`config.mk`:
```
export PLATFORM = sky130hd
export DESIGN_NAME = keypad_scanner
export DESIGN_NICKNAME = d
export VERILOG_FILES = /design/src/rtl/keypad_scanner.sv
export SDC_FILE = /design/constraint.sdc
export NUM_CORES = 1
export LEC_CHECK = 0
export ABC_AREA = 1
export CORE_MARGIN = 4
export CORE_UTILIZATION = 50
export DETAILED_ROUTE_END_ITERATION = 8
export GPL_ROUTABILITY_DRIVEN = 1
export PLACE_DENSITY = 0.7
export SLEW_MARGIN = 20
export SYNTH_ARGS = -nofsm -noshare
export SYNTH_HDL_FRONTEND = slang
export SYNTH_SLANG_ARGS = --single-unit
```
`constraint.sdc`:
```
create_clock -name clock -period 2.2 [get_ports clock]
set_clock_uncertainty 0.15 [all_clocks]
set_input_delay 0.66 -clock clock [delete_from_list [all_inputs] [get_ports clock]]
set_output_delay 0.66 -clock clock [all_outputs]
set_load 0.01 [all_outputs]
```
`src/rtl/keypad_scanner.sv`:
```
// Purpose: scans a 4x3 active-low keypad, debounces presses and releases, emits one code per press.
// Latency: pulse at most 3*SCAN_DIV + DEBOUNCE_CYCLES + 4 cycles after a row goes low.
// Backpressure: none; pulses are fire-and-forget and a held key never repeats.
module keypad_scanner #(
    parameter int SCAN_DIV        = 256,
    parameter int DEBOUNCE_CYCLES = 1024
) (
    input  logic       clock,
    input  logic       reset,
    input  logic [3:0] row_in,
    output logic [2:0] col_out,
    output logic [3:0] key,
    output logic       shift,
    output logic       cmd_star,
    output logic       cmd_hash,
    output logic       key_held
);
    localparam int DIV_W = $clog2(SCAN_DIV);
    localparam int DB_W  = $clog2(DEBOUNCE_CYCLES);
    localparam logic [DIV_W-1:0] DIV_LAST = DIV_W'(SCAN_DIV - 1);
    localparam logic [DB_W-1:0]  DB_LAST  = DB_W'(DEBOUNCE_CYCLES - 1);

    typedef enum logic [1:0] {
        S_SCAN,
        S_DEBOUNCE,
        S_EMIT,
        S_WAIT_RELEASE
    } state_t;

    state_t           r_state, w_state_nxt;
    logic [3:0]       r_sync1, r_rs;
    logic [1:0]       r_col, w_col_nxt, w_col_inc;
    logic [DIV_W-1:0] r_div_cnt, w_div_cnt_nxt;
    logic [DB_W-1:0]  r_db_cnt, w_db_cnt_nxt;
    logic [3:0]       r_cap, w_cap_nxt;
    logic [3:0]       r_key, w_key_nxt;
    logic             r_shift, w_shift_nxt;
    logic             r_star, w_star_nxt;
    logic             r_hash, w_hash_nxt;
    logic             r_held, w_held_nxt;
    logic [3:0]       w_low;
    logic             w_one_low;
    logic [1:0]       w_row;
    logic [3:0]       w_code;

    // Two-flop synchronizer; idle rows read as all-high.
    always_ff @(posedge clock or posedge reset) begin
        if (reset) begin
            r_sync1 <= 4'hF;
            r_rs    <= 4'hF;
        end else begin
            r_sync1 <= row_in;
            r_rs    <= r_sync1;
        end
    end

    // A valid press pulls exactly one row low; more than one is a ghost or multi-press.
    assign w_low     = ~r_rs;
    assign w_one_low = (w_low != 4'd0) && ((w_low & (w_low - 4'd1)) == 4'd0);
    assign w_col_inc = (r_col == 2'd2) ? 2'd0 : r_col + 2'd1;

    // Decode the captured row pattern and held column into the key code.
    always_comb begin
        w_row  = 2'd0;
        w_code = 4'h0;
        case (r_cap)
            4'b1110: w_row = 2'd0;
            4'b1101: w_row = 2'd1;
            4'b1011: w_row = 2'd2;
            4'b0111: w_row = 2'd3;
            default: w_row = 2'd0;
        endcase
        case ({w_row, r_col})
            4'b00_00: w_code = 4'h1;
            4'b00_01: w_code = 4'h2;
            4'b00_10: w_code = 4'h3;
            4'b01_00: w_code = 4'h4;
            4'b01_01: w_code = 4'h5;
            4'b01_10: w_code = 4'h6;
            4'b10_00: w_code = 4'h7;
            4'b10_01: w_code = 4'h8;
            4'b10_10: w_code = 4'h9;
            4'b11_00: w_code = 4'hA;
            4'b11_01: w_code = 4'h0;
            4'b11_10: w_code = 4'hB;
            default:  w_code = 4'h0;
        endcase
    end

    // Drive exactly one column low; the unused index falls back to column 0.
    always_comb begin
        case (r_col)
            2'd1:    col_out = 3'b101;
            2'd2:    col_out = 3'b011;
            default: col_out = 3'b110;
        endcase
    end

    // Next-state and next-output logic for scan, debounce, emit and release tracking.
    always_comb begin
        w_state_nxt   = r_state;
        w_col_nxt     = r_col;
        w_div_cnt_nxt = r_div_cnt;
        w_db_cnt_nxt  = r_db_cnt;
        w_cap_nxt     = r_cap;
        w_key_nxt     = r_key;
        w_shift_nxt   = 1'b0;
        w_star_nxt    = 1'b0;
        w_hash_nxt    = 1'b0;
        w_held_nxt    = r_held;
        case (r_state)
            S_SCAN: begin
                if (r_div_cnt == DIV_LAST) begin
                    w_div_cnt_nxt = '0;
                    if (w_one_low) begin
                        // Column stays put so the debounce watches the same key.
                        w_cap_nxt    = r_rs;
                        w_db_cnt_nxt = '0;
                        w_state_nxt  = S_DEBOUNCE;
                    end else begin
                        w_col_nxt = w_col_inc;
                    end
                end else begin
                    w_div_cnt_nxt = r_div_cnt + DIV_W'(1);
                end
            end
            S_DEBOUNCE: begin
                if (r_rs == r_cap) begin
                    if (r_db_cnt == DB_LAST) begin
                        w_db_cnt_nxt = '0;
                        w_state_nxt  = S_EMIT;
                    end else begin
                        w_db_cnt_nxt = r_db_cnt + DB_W'(1);
                    end
                end else begin
                    w_db_cnt_nxt = '0;
                    w_col_nxt    = w_col_inc;
                    w_state_nxt  = S_SCAN;
                end
            end
            S_EMIT: begin
                w_key_nxt    = w_code;
                w_shift_nxt  = (w_code < 4'hA);
                w_star_nxt   = (w_code == 4'hA);
                w_hash_nxt   = (w_code == 4'hB);
                w_held_nxt   = 1'b1;
                w_db_cnt_nxt = '0;
                w_state_nxt  = S_WAIT_RELEASE;
            end
            S_WAIT_RELEASE: begin
                if (r_rs == 4'hF) begin
                    if (r_db_cnt == DB_LAST) begin
                        w_db_cnt_nxt = '0;
                        w_held_nxt   = 1'b0;
                        w_col_nxt    = w_col_inc;
                        w_state_nxt  = S_SCAN;
                    end else begin
                        w_db_cnt_nxt = r_db_cnt + DB_W'(1);
                    end
                end else begin
                    w_db_cnt_nxt = '0;
                end
            end
            default: w_state_nxt = S_SCAN;
        endcase
    end

    // State and output registers.
    always_ff @(posedge clock or posedge reset) begin
        if (reset) begin
            r_state   <= S_SCAN;
            r_col     <= 2'd0;
            r_div_cnt <= '0;
            r_db_cnt  <= '0;
            r_cap     <= 4'hF;
            r_key     <= 4'h0;
            r_shift   <= 1'b0;
            r_star    <= 1'b0;
            r_hash    <= 1'b0;
            r_held    <= 1'b0;
        end else begin
            r_state   <= w_state_nxt;
            r_col     <= w_col_nxt;
            r_div_cnt <= w_div_cnt_nxt;
            r_db_cnt  <= w_db_cnt_nxt;
            r_cap     <= w_cap_nxt;
            r_key     <= w_key_nxt;
            r_shift   <= w_shift_nxt;
            r_star    <= w_star_nxt;
            r_hash    <= w_hash_nxt;
            r_held    <= w_held_nxt;
        end
    end

    assign key      = r_key;
    assign shift    = r_shift;
    assign cmd_star = r_star;
    assign cmd_hash = r_hash;
    assign key_held = r_held;

endmodule

```
==> results of run 1 <==
==> sequential cells by signal (all words and copies together), names as in the netlist, named ones only <==
name and flops:
r_db_cnt 10, r_div_cnt 8, key 4, r_cap 4
r_rs 4, r_sync1 4, r_col 2, cmd_hash 1
cmd_star 1, key_held 1, r_state 1, shift 1
==> metrics by stage <==
stage	setup WS (ps)	utilization (%)	power [mW]	hold WS [ps]
2_1_floorplan	435.5	-	0.8344	195.2
3_5_place_dp	44.73	58.42	0.8552	197.3
5_1_grt	8.306	60.53	1.390	207.8
3_3_place_gp	103.3	58.42	0.8543	195.5
6_report	58.03	60.53	1.315	195.7
4_1_cts	22.12	60.53	1.338	200.3
==> worst max-delay path, stage by stage, from the launching register on <==
cell           delay (ps)
dfrtp_1               390
inv_1                 100
ha_1                  260
dlygate4sd2_1         290
==> report_power, final <==
group          leakage, nW  internal, mW  switching [mW]
Combinational        0.755        0.0179          0.0306
Clock               0.0450         0.220           0.256
Sequential           0.530         0.785         0.00527
Total                 1.33          1.02           0.292
==> how the worst min path moves through the flow <==
| stage | start | end | slack (ps) | cells past startpoint |
|---|---|---|---|---|
| 5_1_grt | r_sync1[0] | r_rs[0] | 210 | 0 |
| 2_1_floorplan | r_sync1[0] | r_rs[0] | 200 | 0 |
| 6_report | r_sync1[1] | r_rs[1] | 200 | 0 |
| 3_3_place_gp | r_sync1[3] | r_rs[3] | 200 | 0 |
| 3_5_place_dp | r_sync1[2] | r_rs[2] | 200 | 0 |
| 4_1_cts | r_sync1[1] | r_rs[1] | 200 | 0 |
==> area by class of cell <==
| class | instances | area, sq um |
|---|---|---|
| clock buffer | 6 | 72.57 |
| clock inverter | 2 | 10.01 |
| fill | 413 | 1754 |
| inverter | 45 | 168.9 |
| multi-input combinational | 209 | 1099 |
| sequential | 42 | 1066 |
| tap | 52 | 65.06 |
| timing repair buffer | 23 | 209.0 |
==> cells by family after synthesis <==
family / count (synthesis) / share of synthesized area, %
compound gates: 30 / 7.432
xor+xnor: 7 / 2.601
fa+ha+maj: 12 / 6.369
buf+inv: 48 / 8.174
flops: 42 / 45.22
simple gates: 160 / 30.20
==> per-layer routing <==
layer | routed length (microns) | part of all wire [%] | vias to the layer above
met3 | 148 | 3.4 | 7
met1 | 2039 | 47 | 862
met5 | 0 | 0 | -
met4 | 55 | 1.3 | 0
li1 | - | - | 992
met2 | 2099 | 48 | 31
==> what timing repair did <==
| action | 4_1_cts | 5_1_grt |
|---|---|---|
| endpoints found under the setup margin | 3 | 1 |
| gates resized for setup | 3 | 1 |
| buffers inserted | 2 | 0 |
| cloned | 0 | 0 |
==> cells in the final DEF, fill, tap and decap left out <==
cell,n
nand2_1,87
inv_1,42
dfrtp_1,30
nor2_1,25
nand3_1,22
o21ai_0,16
clkdlybuf4s50_1,13
ha_1,12
dfstp_2,12
nand4_1,8
buf_4,7
a21oi_1,6
nand2_2,5
nor2_2,5
clkbuf_8,5
xor2_1,4
xnor2_1,3
inv_2,3
dlygate4sd2_1,3
nand3b_1,2
o21bai_2,2
clkinv_2,2
a21boi_1,1
nor3_1,1
nor3b_1,1
o21a_2,1
nand3_2,1
or2_4,1
nor3_2,1
a31oi_1,1
nand4_2,1
a22oi_1,1
o21ai_1,1
o21bai_1,1
clkbuf_1,1
==> impl_metrics.json, run 1 <==
{
  "status": "complete, no violations",
  "grt_antenna_before_repair": 0,
  "num_rows": 24,
  "netlist_instances": 299,
  "num_io_pins": 17,
  "grt_pass1_wl_microns": 7755,
  "power_density_nw_per_um2": 488.9,
  "post-place-cells": 369,
  "firstDrtPassIters": 6,
  "synth_area_leaders": "dfrtp_1 (32%), nand2_1 (14%), dfstp_2 (13%)",
  "crit_start": "r_col[1]",
  "final-setup-viol-count": 0,
  "period_minus_slack_ps": 2142,
  "crit_end": "col_out[0]",
  "core_area_sq_um": 4444,
  "fin_cells": 379,
  "async_reset_ff_share_pct": 100.0,
  "path_clk_slew_ps": 80,
  "first_global_vias": 1733,
  "viasPerCell": 4.992,
  "synth_cell_types": 32,
  "post-dp-hpwl_microns": 3215,
  "grt_use_met2_pct": 27.70,
  "synth_area_leader_cell": "dfrtp_1",
  "gp_congestion": 0.7946,
  "clock_sinks": 42,
  "placed_area_sq_um": 2596,
  "tns_ps": 0,
  "crit_path_end_kind": "output port",
  "synth_common_cells": "nand2_1 (87), inv_1 (43), dfrtp_1 (30), nor2_1 (25), nand3_1 (22)",
  "ys_seq_area_share_pct": 45.22,
  "drtAntennaViolNets": 0,
  "grt_max_degree": 23,
  "hold_path_class": "reg2reg",
  "drc": 0,
  "vias": 1892,
  "wl_per_cell_microns": 11.45,
  "insertion_delay_ps": 290,
  "max_freq_mhz": 466.9,
  "cts-root-buf": "clkbuf_8",
  "rsz0062_at_grt": "no",
  "ys_warn_count": 0,
  "final_cell_area_sq_um": 2690,
  "timing.rr.end": "r_cap[0]",
  "postSynthAreaPerCell_sq_um": 7.884,
  "overflow": 0,
  "die_area_sq_um": 5877,
  "fin_crit_sh_pct": 97.36,
  "cp.required_ps": 1390,
  "crit_type": "reg2out",
  "tritoncts": "done",
  "path_max_fanout": 3,
  "die_w_microns": 76.66,
  "final_nets": 344,
  "max_slew_margin_pct": 76.61,
  "cap_violations": 0,
  "leakagePower_nw": 1.330,
  "vdd_ir_drop_max_v": 0.0003828,
  "synth_area_sq_um": 2357,
  "synth_edf_count": 0,
  "ys.flop_type": "dfrtp_1",
  "synth_top_area_share_pct": 31.85,
  "synth-seq-cells": 42,
  "startpoint_type": "flop",
  "syn_nets": 317,
  "drt_iter0_drc": 79,
  "worst_slew_pin_slew_ps": 350.8,
  "yosysMostFrequentCell": "nand2_1",
  "reg2reg_depth": 6,
  "rrSetupSlack_ps": 250,
  "numCtsBuffers": 5,
  "track_usage_pct": 16.15,
  "final_max_slew_viol_count": 0,
  "finalWirelength_microns": 4341,
  "use_met3_pct": 3.513,
  "grt-busiest-layer": "met2",
  "ctsHoldBuffers": 0,
  "die_y_microns": 76.66,
  "syn2layout_area_growth_pct": 14.12,
  "start_util_pct": 53.04,
  "port_buffers": 16,
  "final_layout_size_suffix_gt1_share_pct": 14.07,
  "final_hold_viol_count": 0,
  "clock_path_buffers": 2,
  "grtUsageMet1_pct": 20.08,
  "htreeDepth": 2,
  "timing.rr.start": "r_state[0]",
  "diodes": 0,
  "crit_arrival_ps": 1330
}
Power figures use the tool's default switching activity.
==> inputs of run 2 (changes only) <==
Settings changed: ABC_AREA 1 to unset, CTS_CLUSTER_SIZE set to 10.
==> impl_metrics.json, run 2 <==
{
  "synth_common_cells": "dfrtp_1 (30), nand2_1 (14), dfstp_2 (12), ha_1 (12)",
  "fin_crit_sh_pct": 100.0,
  "max_slew_margin_pct": 74.07,
  "period_minus_slack_ps": 2200,
  "path_clk_slew_ps": 80,
  "final_max_slew_viol_count": 0,
  "numCtsBuffers": 5,
  "vias": 1631,
  "crit_type": "reg2reg",
  "grt_max_degree": 43,
  "hold_path_class": "reg2reg",
  "insertion_delay_ps": 290,
  "clock_path_buffers": 2,
  "gp_congestion": 0.8672,
  "whs_ps": 203.8,
  "synth_area_sq_um": 2256,
  "crit_path_end_kind": "flop",
  "cts-root-buf": "clkbuf_8",
  "die_area_sq_um": 5651,
  "drt_iter0_drc": 89,
  "die_y_microns": 75.17,
  "most-common-layout-cells": "dfrtp_1 (30), buf_4 (19), nand2_1 (14)",
  "startpoint_type": "flop",
  "synth_cell_types": 54,
  "post-place-cells": 280,
  "power_density_nw_per_um2": 510.5,
  "final_layout_size_suffix_gt1_share_pct": 29.29,
  "max_freq_mhz": 454.6,
  "ys.flop_type": "dfrtp_1",
  "synth-seq-cells": 42,
  "top_regs": "r_db_cnt x10, r_div_cnt x8",
  "htreeDepth": 2,
  "track_usage_pct": 17.57,
  "tritoncts": "done",
  "die_w_microns": 75.17,
  "fin_cells": 291,
  "holdPathStages": 0,
  "synth_edf_count": 0,
  "rsz0062_at_grt": "yes",
  "p_total_mw": 1.386,
  "netlist_instances": 200,
  "layout_commonest_cell": "dfrtp_1",
  "num_rows": 24,
  "reg2reg_depth": 5,
  "diodes": 0,
  "ctsHoldBuffers": 0,
  "regMostFlops": "r_db_cnt",
  "timing.rr.start": "r_rs[1]",
  "min_from": "r_sync1[2]",
  "ys_seq_area_share_pct": 47.25,
  "synth_area_leaders": "dfrtp_1 (33%), dfstp_2 (14%), ha_1 (6.7%)",
  "status": "complete, no violations",
  "post-dp-hpwl_microns": 3212,
  "firstDrtPassIters": 4,
  "final-setup-viol-count": 0,
  "wl_per_cell_microns": 15.00,
  "overflow": 0,
  "crit_arrival_ps": 2220,
  "postSynthAreaPerCell_sq_um": 11.28,
  "cp.required_ps": 2220,
  "final_hold_viol_count": 0,
  "worst_slew_pin_slew_ps": 388.9,
  "grt_antenna_before_repair": 0,
  "cap_violations": 0,
  "drc": 0,
  "num_io_pins": 17,
  "final_cell_area_sq_um": 2715,
  "start_util_pct": 51.81,
  "syn2layout_area_growth_pct": 20.35,
  "leakagePower_nw": 1.202,
  "port_buffers": 16,
  "final_nets": 256,
  "clock_sinks": 42,
  "core_area_sq_um": 4354,
  "drtAntennaViolNets": 0,
  "crit_start": "r_rs[1]",
  "syn_nets": 218,
  "yosysMostFrequentCell": "dfrtp_1",
  "ys_warn_count": 0,
  "async_reset_ff_share_pct": 100.0,
  "placed_area_sq_um": 2572,
  "vdd_ir_drop_max_v": 0.0004600,
  "synth_area_leader_cell": "dfrtp_1",
  "finalWirelength_microns": 4365,
  "path_max_fanout": 4,
  "first_global_vias": 1629,
  "viasPerCell": 5.605,
  "synth_top_area_share_pct": 33.28,
  "grt_pass1_wl_microns": 7583,
  "tns_ps": 0,
  "largest_register_ffs": 10
}
==> run 2: changes by cell type after synthesis, moves of 4 or more <==
cell	change
nor2_1	-14
a22o_1	+4
nand2_1	-73
nor2_2	-5
o21ai_0	-9
nand2_2	-5
nand3_1	-13
xnor2_1	+4
mux2_2	+8
inv_1	-32
==> run 2: metrics by stage <==
stage	worst slack (ps)	utilization, %
detailed placement	-4.402	59.08
global placement	33.43	59.08
global route	-64.74	62.36
CTS	4.057	61.72
finish	0.04663	62.36
floorplan	43.24	-
==> run 2: logic make-up (layout without fill, tap and decap cells) <==
group,count (synthesis),count (layout),synth area share [%]
AND/OR/NAND/NOR,69,69,17.91
AO/OA/AOI/OAI,37,37,12.70
buffers and inverters,16,55,3.993
adder cells (fa/ha/maj),12,12,6.655
flip-flops,42,42,47.25
multiplexers,13,13,6.877
XOR/XNOR,11,11,4.604
==> run 2: path summary, 6_finish.rpt <==
check,end,slack (ps)
worst min-delay path,r_rs[2],200
min in group asynchronous,cmd_hash,580
worst min register to register,r_rs[2],200
worst max register to register,r_col[0],0.05
worst max-delay path,r_col[0],0.05
max in group asynchronous,r_rs[1],1060
==> run 2: repair_timing <==
action | in CTS | in global routing
resized for setup | 3 | 8
setup endpoints to repair | 5 | 11
buffers inserted | 2 | 1
pin swaps | 2 | 2
cloned | 0 | 0
==> run 2: layer usage <==
| metal | vias up | share of wire [%] | global-route usage (%) |
|---|---|---|---|
| met4 | 0 | 1.1 | 4.466 |
| met2 | 45 | 48 | 28.92 |
| met3 | 9 | 4.9 | 4.539 |
| met1 | 777 | 46 | 23.24 |
| li1 | 800 | - | - |
| met5 | - | 0 | 0 |
==> run 2: report_power, final <==
part	total, mW	internal (mW)	switching, mW
combinational	0.0494	0.0236	0.0258
clock	0.545	0.288	0.257
sequential	0.792	0.785	0.00663
==> run 2: area by class of cell <==
class                   instances  area [sq um]
clock inverters                 2         10.01
well taps                      52         65.06
repair buffers                 36         321.6
inverters                      11         41.29
fillers                       363          1639
clock buffers                   6         93.84
flip-flops and latches         42          1066
multi-input cells             142          1117
==> run 2: critical path, stage by stage, from the launching register on <==
cell and delay, ps:
dfstp_2 550, and4b_1 220, a211oi_4 290, nand3_2 130
a2111oi_4 400, mux2_1 350
==> inputs of run 3 (changes only) <==
Settings changed: CELL_PAD_IN_SITES_DETAIL_PLACEMENT set to 1, CELL_PAD_IN_SITES_GLOBAL_PLACEMENT set to 2, CORE_UTILIZATION 50 to 39, PLACE_DENSITY 0.7 to unset, PLACE_DENSITY_LB_ADDON set to 0.1.
==> impl_metrics.json, run 3 (same netlist as run 2, synthesis figures left out) <==
{
  "status": "complete, no violations",
  "num_rows": 27,
  "worst_slew_pin_slew_ps": 411.3,
  "core_area_sq_um": 5574,
  "gp_congestion": 0.7836,
  "critical-path-slowest-cell": "dfrtp_1",
  "post-dp-hpwl_microns": 3885,
  "path_clk_slew_ps": 80,
  "most-common-layout-cells": "dfrtp_1 (30), buf_4 (23), nand2_1 (14)",
  "cp_top_family": "compound AO/OA/AOI/OAI gates",
  "drtAntennaViolNets": 0,
  "grt_antenna_before_repair": 0,
  "crit_arrival_ps": 2220,
  "final_layout_size_suffix_gt1_share_pct": 31.28,
  "power_density_nw_per_um2": 523.3,
  "die_y_microns": 84.06,
  "path_cells": "ha_2, and4_4, nand4_2, o31a_1, a2111oi_4, mux2_1",
  "crit_path_end_kind": "flop",
  "period_minus_slack_ps": 2186,
  "wl_per_cell_microns": 16.44,
  "worst-path-buf-inv": 0,
  "clock_sinks": 42,
  "cp_slowest_stage_delay_ps": 370,
  "layout_commonest_cell": "dfrtp_1",
  "startpoint_type": "flop",
  "final_max_slew_viol_count": 0,
  "insertion_delay_ps": 290,
  "tritoncts": "done",
  "viasPerCell": 5.419,
  "port_buffers": 16,
  "die_area_sq_um": 7065,
  "regMostFlops": "r_db_cnt",
  "final_nets": 260,
  "leakagePower_nw": 1.221,
  "final_cell_area_sq_um": 2788,
  "vias": 1707,
  "hold_path_class": "reg2reg",
  "num_io_pins": 17,
  "drt_iter0_drc": 40,
  "fin_crit_sh_pct": 99.36,
  "fin_cells": 315,
  "p_total_mw": 1.459,
  "final_hold_viol_count": 0,
  "drc": 0,
  "cp.required_ps": 2230,
  "first_global_vias": 1903,
  "firstDrtPassIters": 4,
  "die_w_microns": 84.06,
  "finalWirelength_microns": 5180,
  "htreeDepth": 2,
  "post-place-cells": 301,
  "utilization_pct": 50.01,
  "start_util_pct": 40.47,
  "cap_violations": 0,
  "placed_area_sq_um": 2605,
  "numCtsBuffers": 5,
  "final-setup-viol-count": 0,
  "crit_type": "reg2reg",
  "diodes": 0,
  "path_max_fanout": 3,
  "clock_path_buffers": 2,
  "rsz0062_at_grt": "yes",
  "max_slew_margin_pct": 72.58,
  "min_from": "r_sync1[0]",
  "track_usage_pct": 15.82,
  "overflow": 0,
  "cts-root-buf": "clkbuf_8",
  "timing.rr.start": "r_db_cnt[0]",
  "max_freq_mhz": 457.5,
  "crit_start": "r_db_cnt[0]",
  "largest_register_ffs": 10,
  "top_regs": "r_db_cnt x10, r_div_cnt x8",
  "vdd_ir_drop_max_v": 0.0003881,
  "ctsHoldBuffers": 0,
  "syn2layout_area_growth_pct": 23.57,
  "grt_max_degree": 43,
  "grt_pass1_wl_microns": 9004
}
## run 3: changes by cell type in the layout (fill, tap and decap cells not counted), sizes merged
cell / change
dlygate4sd2: +2
inv: +1
clkinv: -2
buf: +4
clkdlybuf4s15: -2
bufinv: +1
## run 3: metal layers
layer / up-vias / global-route usage [%] / routed length, microns
li1: 813 / - / -
met1: 868 / 17.53 / 2206
met2: 20 / 29.99 / 2782
met3: 6 / 3.060 / 131
met4: 0 / 4.825 / 59
met5: - / 0 / 0
## run 3: layout make-up
class | count | area [sq um]
Fill cell | 622 | 2786
Multi-Input combinational cell | 142 | 1132
Sequential cell | 42 | 1066
Timing Repair Buffer | 40 | 349.1
Tap cell | 72 | 90.09
Clock buffer | 6 | 72.57
Inverter | 11 | 41.29
Clock inverter | 2 | 36.28
## run 3: repair_timing
action                                  in CTS  in global routing
resized for setup                            5                  7
pin swaps                                    3                  0
endpoints found under the setup margin       5                 15
gates cloned                                 0                  0
buffers inserted                             2                  4
## run 3: worst register-to-register path, cell delays in order (launching register included)
cell       delay [ps]
dfrtp_1           370
ha_2              190
and4_4            230
nand4_2           120
o31a_1            320
a2111oi_4         330
mux2_1            360
## run 3: worst paths after layout
path	end	slack, ps	cells past startpoint
max in group asynchronous	r_sync1[0]	1060	3
min in group asynchronous	key_held	590	3
setup / recovery	r_col[1]	10	6
hold / removal	r_rs[0]	210	0
hold reg to reg	r_rs[0]	210	0
setup reg to reg	r_col[1]	10	6
## run 3: power by group
group          leakage (nW)  internal [mW]  total [mW]  switching [mW]
clock network        0.0557          0.340       0.617           0.277
logic                 0.635         0.0232      0.0488          0.0256
registers             0.530          0.785       0.793         0.00760
total                  1.22           1.15        1.46           0.310
## run 3: stage by stage
stage               setup WS (ps)  hold slack, ps  TNS [ps]
floorplan                   43.24           195.2         0
global placement            31.11           198.2         0
detailed placement         -32.38           198.4    -63.58
CTS                         7.481           210.3         0
global route               -67.55           212.2    -136.8
finish                      14.03           208.5         0
==> RTL change 1 (config.mk and constraints of run 3) <==
Make the reset (`reset`) synchronous in 2 clocked blocks.
--- a/src/rtl/keypad_scanner.sv
+++ b/src/rtl/keypad_scanner.sv
@@ -45,5 +45,5 @@
 
     // Two-flop synchronizer; idle rows read as all-high.
-    always_ff @(posedge clock or posedge reset) begin
+    always_ff @(posedge clock) begin
         if (reset) begin
             r_sync1 <= 4'hF;
@@ -167,5 +167,5 @@
 
     // State and output registers.
-    always_ff @(posedge clock or posedge reset) begin
+    always_ff @(posedge clock) begin
         if (reset) begin
             r_state   <= S_SCAN;
Behaviour: no difference found for any inputs over 10 cycles, from zero or initial values and one cycle with reset high; that may be too few to reach the edited logic, so the function may still have changed.
==> RTL change 1 against run 3 <==
Maximum frequency increased by 4.6%. Routed wire length shrank 7.1%. Worst setup slack improved by 95 ps. Non-clock buffer count shrank 11. Total power up 10%. Count of clock-buffer cells in the layout down 1. Sequential cell count unchanged. Synthesized area fell by 1.7%. Register-to-register slack gained 190 ps. Design area down 5.2%. Die area decreased by 1.5%.
==> RTL change 1: results <==
# TYPE chip_impl_metric gauge
chip_impl_metric{name="slew-limit-headroom",unit="%"} 71.7
chip_impl_info{name="min_delay_worst_endpoint",value="r_rs[3]"} 1
chip_impl_info{name="status",value="finished, final reports clean"} 1
chip_impl_metric{name="wl_met1",unit="mm"} 2.39
chip_impl_metric{name="drt_iter0_drc",unit=""} 45
chip_impl_info{name="hold_start",value="r_sync1[3]"} 1
chip_impl_metric{name="layout-area-overhead-vs-synth",unit="%"} 19.1
chip_impl_metric{name="internal_power",unit="mW"} 1.27
chip_impl_metric{name="multi_input_gates",unit=""} 185
chip_impl_metric{name="cp_max_fo",unit=""} 4
chip_impl_metric{name="num-nets-final",unit=""} 285
chip_impl_metric{name="grt_util_met2",unit="%"} 23.9
chip_impl_info{name="crit_path_end",value="col_out[0]"} 1
chip_impl_info{name="synth.top_cells.by_count",value="sky130_fd_sc_hd__dfxtp_1 (42), sky130_fd_sc_hd__nand2_1 (25), sky130_fd_sc_hd__nor2_1 (19)"} 1
chip_impl_metric{name="seqPwrFrac",unit="%"} 48.8
chip_impl_metric{name="largest_net_degree_at_the_start_of_global_routing",unit=""} 25
chip_impl_metric{name="nonClkBufAreaFrac",unit="%"} 9.61
chip_impl_metric{name="synth_async_sr_flop_share",unit="%"} 0
chip_impl_metric{name="drive_gt1_share",unit="%"} 17.3
chip_impl_metric{name="place_area",unit="mm2"} 0.00250
chip_impl_metric{name="vdd_ir_drop_max",unit="mV"} 0.267
chip_impl_metric{name="route.met2.wl",unit="mm"} 2.24
chip_impl_metric{name="synth_area_per_cell",unit="um2"} 8.95
chip_impl_metric{name="hold_ws",unit="ps"} 265
chip_impl_metric{name="cts_resized",unit=""} 3
chip_impl_info{name="slowest_cell_on_the_critical_path",value="sky130_fd_sc_hd__dfxtp_1"} 1
chip_impl_metric{name="cp_data_arrival_time",unit="ps"} 1280
chip_impl_metric{name="grt_use_met3",unit="%"} 3.37
chip_impl_metric{name="hold-path-cell-count",unit=""} 1
chip_impl_metric{name="fin_cells",unit=""} 344
chip_impl_metric{name="inverters_excl_clock",unit=""} 8
chip_impl_metric{name="place_congestion",unit=""} 0.772
chip_impl_metric{name="power.leakage",unit="nW"} 1.04
chip_impl_metric{name="ff2ff_setup_slack",unit="ps"} 200
-- RTL change 1: cell types whose count changed after synthesis, moves of 5 or more --
cell	run 3	this run
sky130_fd_sc_hd__or2_2	0	9
sky130_fd_sc_hd__buf_2	0	8
sky130_fd_sc_hd__nand2b_1	0	6
sky130_fd_sc_hd__dfxtp_1	0	42
sky130_fd_sc_hd__dfrtp_1	30	0
sky130_fd_sc_hd__mux2_2	8	3
sky130_fd_sc_hd__nand3_1	9	14
sky130_fd_sc_hd__nand2_1	14	25
sky130_fd_sc_hd__dfstp_2	12	0
sky130_fd_sc_hd__nand3b_1	0	7
sky130_fd_sc_hd__nor2_1	11	19
-- RTL change 1: cell families (layout without fill, tap and decap cells) --
group                      count (synthesis)  after routing  share of synthesized area, %
adders and majority gates                  8              8                          4.51
DFF                                       42             42                          37.9
xor gates and xnor gates                  12             12                          5.08
and+or+nand+nor                          112            112                          28.4
AOI/OAI and AO/OA                         43             43                          14.8
buffers and inverters                     21             45                          4.51
muxes                                     10             10                          4.74
==> RTL change 2 (flow settings as in run 3) <==
Made on the original files. `SCAN_DIV`: 256 -> 1024.
--- a/src/rtl/keypad_scanner.sv
+++ b/src/rtl/keypad_scanner.sv
@@ -3,5 +3,5 @@
 // Backpressure: none; pulses are fire-and-forget and a held key never repeats.
 module keypad_scanner #(
-    parameter int SCAN_DIV        = 256,
+    parameter int SCAN_DIV        = 1024,
     parameter int DEBOUNCE_CYCLES = 1024
 ) (
Behaviour: no difference found for any inputs over 10 cycles, from zero or initial values and one cycle with reset high; that may be too few to reach the edited logic, so the function may still have changed.
==> RTL change 2 against run 3 <==
Routed wire length rose by 5.4%. Synthesized area is 6.4% higher. Synthesized cell count rose by 14%. Hold slack worse by 0.61 ps. Design area rose by 6.5%. Worst setup slack better by 13 ps. Sequential cell count increased by 2. Total power up 7.2%. Critical endpoint is now r_db_cnt[3].
==> RTL change 2: results <==
# TYPE chip_impl_metric gauge
chip_impl_metric{name="drt-total-wl",unit="mm"} 5.46
chip_impl_metric{name="multi_input_area",unit="mm2"} 0.00121
chip_impl_metric{name="drive_gt1_share",unit="%"} 27.1
chip_impl_metric{name="seq_total_area_yosys",unit="%"} 46.5
chip_impl_metric{name="synth_area_per_cell",unit="um2"} 10.5
chip_impl_metric{name="vdd_ir_drop_max",unit="mV"} 0.384
chip_impl_info{name="synth.area.top_cells",value="sky130_fd_sc_hd__dfrtp_1 (33%), sky130_fd_sc_hd__dfstp_2 (13%), sky130_fd_sc_hd__ha_1 (6.3%), sky130_fd_sc_hd__mux2_2 (3.8%), sky130_fd_sc_hd__xnor2_1 (2.9%)"} 1
chip_impl_metric{name="fillerInstances",unit=""} 668
chip_impl_metric{name="synth_cell_types",unit=""} 53
chip_impl_metric{name="power.leakage",unit="nW"} 1.32
chip_impl_info{name="slowest_cell_on_the_critical_path",value="sky130_fd_sc_hd__dfstp_2"} 1
chip_impl_metric{name="placed_cells_incl_taps",unit=""} 328
chip_impl_metric{name="nonClkBufAreaFrac",unit="%"} 12.3
chip_impl_metric{name="multi_input_gates",unit=""} 160
chip_impl_info{name="top_regs",value="r_db_cnt: 10 flops, r_div_cnt: 10 flops"} 1
chip_impl_metric{name="seqPwrFrac",unit="%"} 53.2
chip_impl_metric{name="routed-via-count",unit=""} 1870
chip_impl_metric{name="buffers",unit=""} 41
chip_impl_metric{name="pg_clk",unit="uW"} 685
chip_impl_metric{name="sequential_cell_area_in_the_final_layout",unit="mm2"} 0.00112
chip_impl_metric{name="drt_iter0_drc",unit=""} 57
chip_impl_metric{name="clkbuf_count",unit=""} 7
chip_impl_info{name="hold_start",value="r_sync1[2]"} 1
chip_impl_metric{name="clock_tree_area_fraction",unit="%"} 4.30
chip_impl_metric{name="groute.usage.overall",unit="%"} 15.9
chip_impl_metric{name="inverters_excl_clock",unit=""} 16
chip_impl_metric{name="cp_max_fo",unit=""} 7
chip_impl_metric{name="timing.final.crit_period",unit="ps"} 2170
chip_impl_metric{name="slew-limit-headroom",unit="%"} 70.1
chip_impl_info{name="status",value="finished, final reports clean"} 1
-- RTL change 2: changes by cell type after synthesis, moves of 4 or more --
cell | run 3 | this run
sky130_fd_sc_hd__clkbuf_1 | 1 | 6
sky130_fd_sc_hd__nand2_1 | 14 | 18
sky130_fd_sc_hd__inv_1 | 11 | 16
sky130_fd_sc_hd__nor3_1 | 3 | 9
sky130_fd_sc_hd__o21ai_0 | 7 | 13
sky130_fd_sc_hd__nor2_1 | 11 | 17
-- RTL change 2: timing repair --
item | CTS | global route
endpoints found under the setup margin | 3 | 17
gates cloned | 0 | 0
pin swaps | 0 | 4
gates resized for setup | 5 | 7
setup buffers | 0 | 8
-- RTL change 2: worst paths after layout --
check	end	cells past startpoint
worst min register to register	r_rs[2]	0
min in group asynchronous	r_div_cnt[8]	3
worst min-delay path	r_rs[2]	0
max in group asynchronous	r_rs[1]	3
worst max register to register	r_db_cnt[3]	6
worst max-delay path	r_db_cnt[3]	6
-- RTL change 2: per-stage QoR --
stage	hold WS [ps]	TNS, ps	power, mW
after detailed placement	197	0	0.890
after floorplan	195	0	0.868
after global routing	214	-134	1.63
final	208	0	1.56
after global placement	195	0	0.888
after CTS	209	0	1.58
-- RTL change 2: routing by layer --
layer	vias to the layer above	share of wire, %	GRT usage [%]
met5	-	0	0
li1	898	-	-
met4	0	1.4	5.10
met2	27	52	27.5
met1	937	43	19.7
met3	8	3.3	3.23
-- RTL change 2: cells by family (layout without fill, tap and decap cells) --
family | Yosys count | in the layout | synth area share [%]
and+or+nand+nor | 83 | 83 | 20.9
AOI/OAI and AO/OA | 44 | 44 | 13.2
DFF | 44 | 44 | 46.5
buffers and inverters | 25 | 65 | 4.33
adders and majority gates | 12 | 12 | 6.25
xor gates and xnor gates | 11 | 11 | 4.01
muxes | 10 | 10 | 4.79
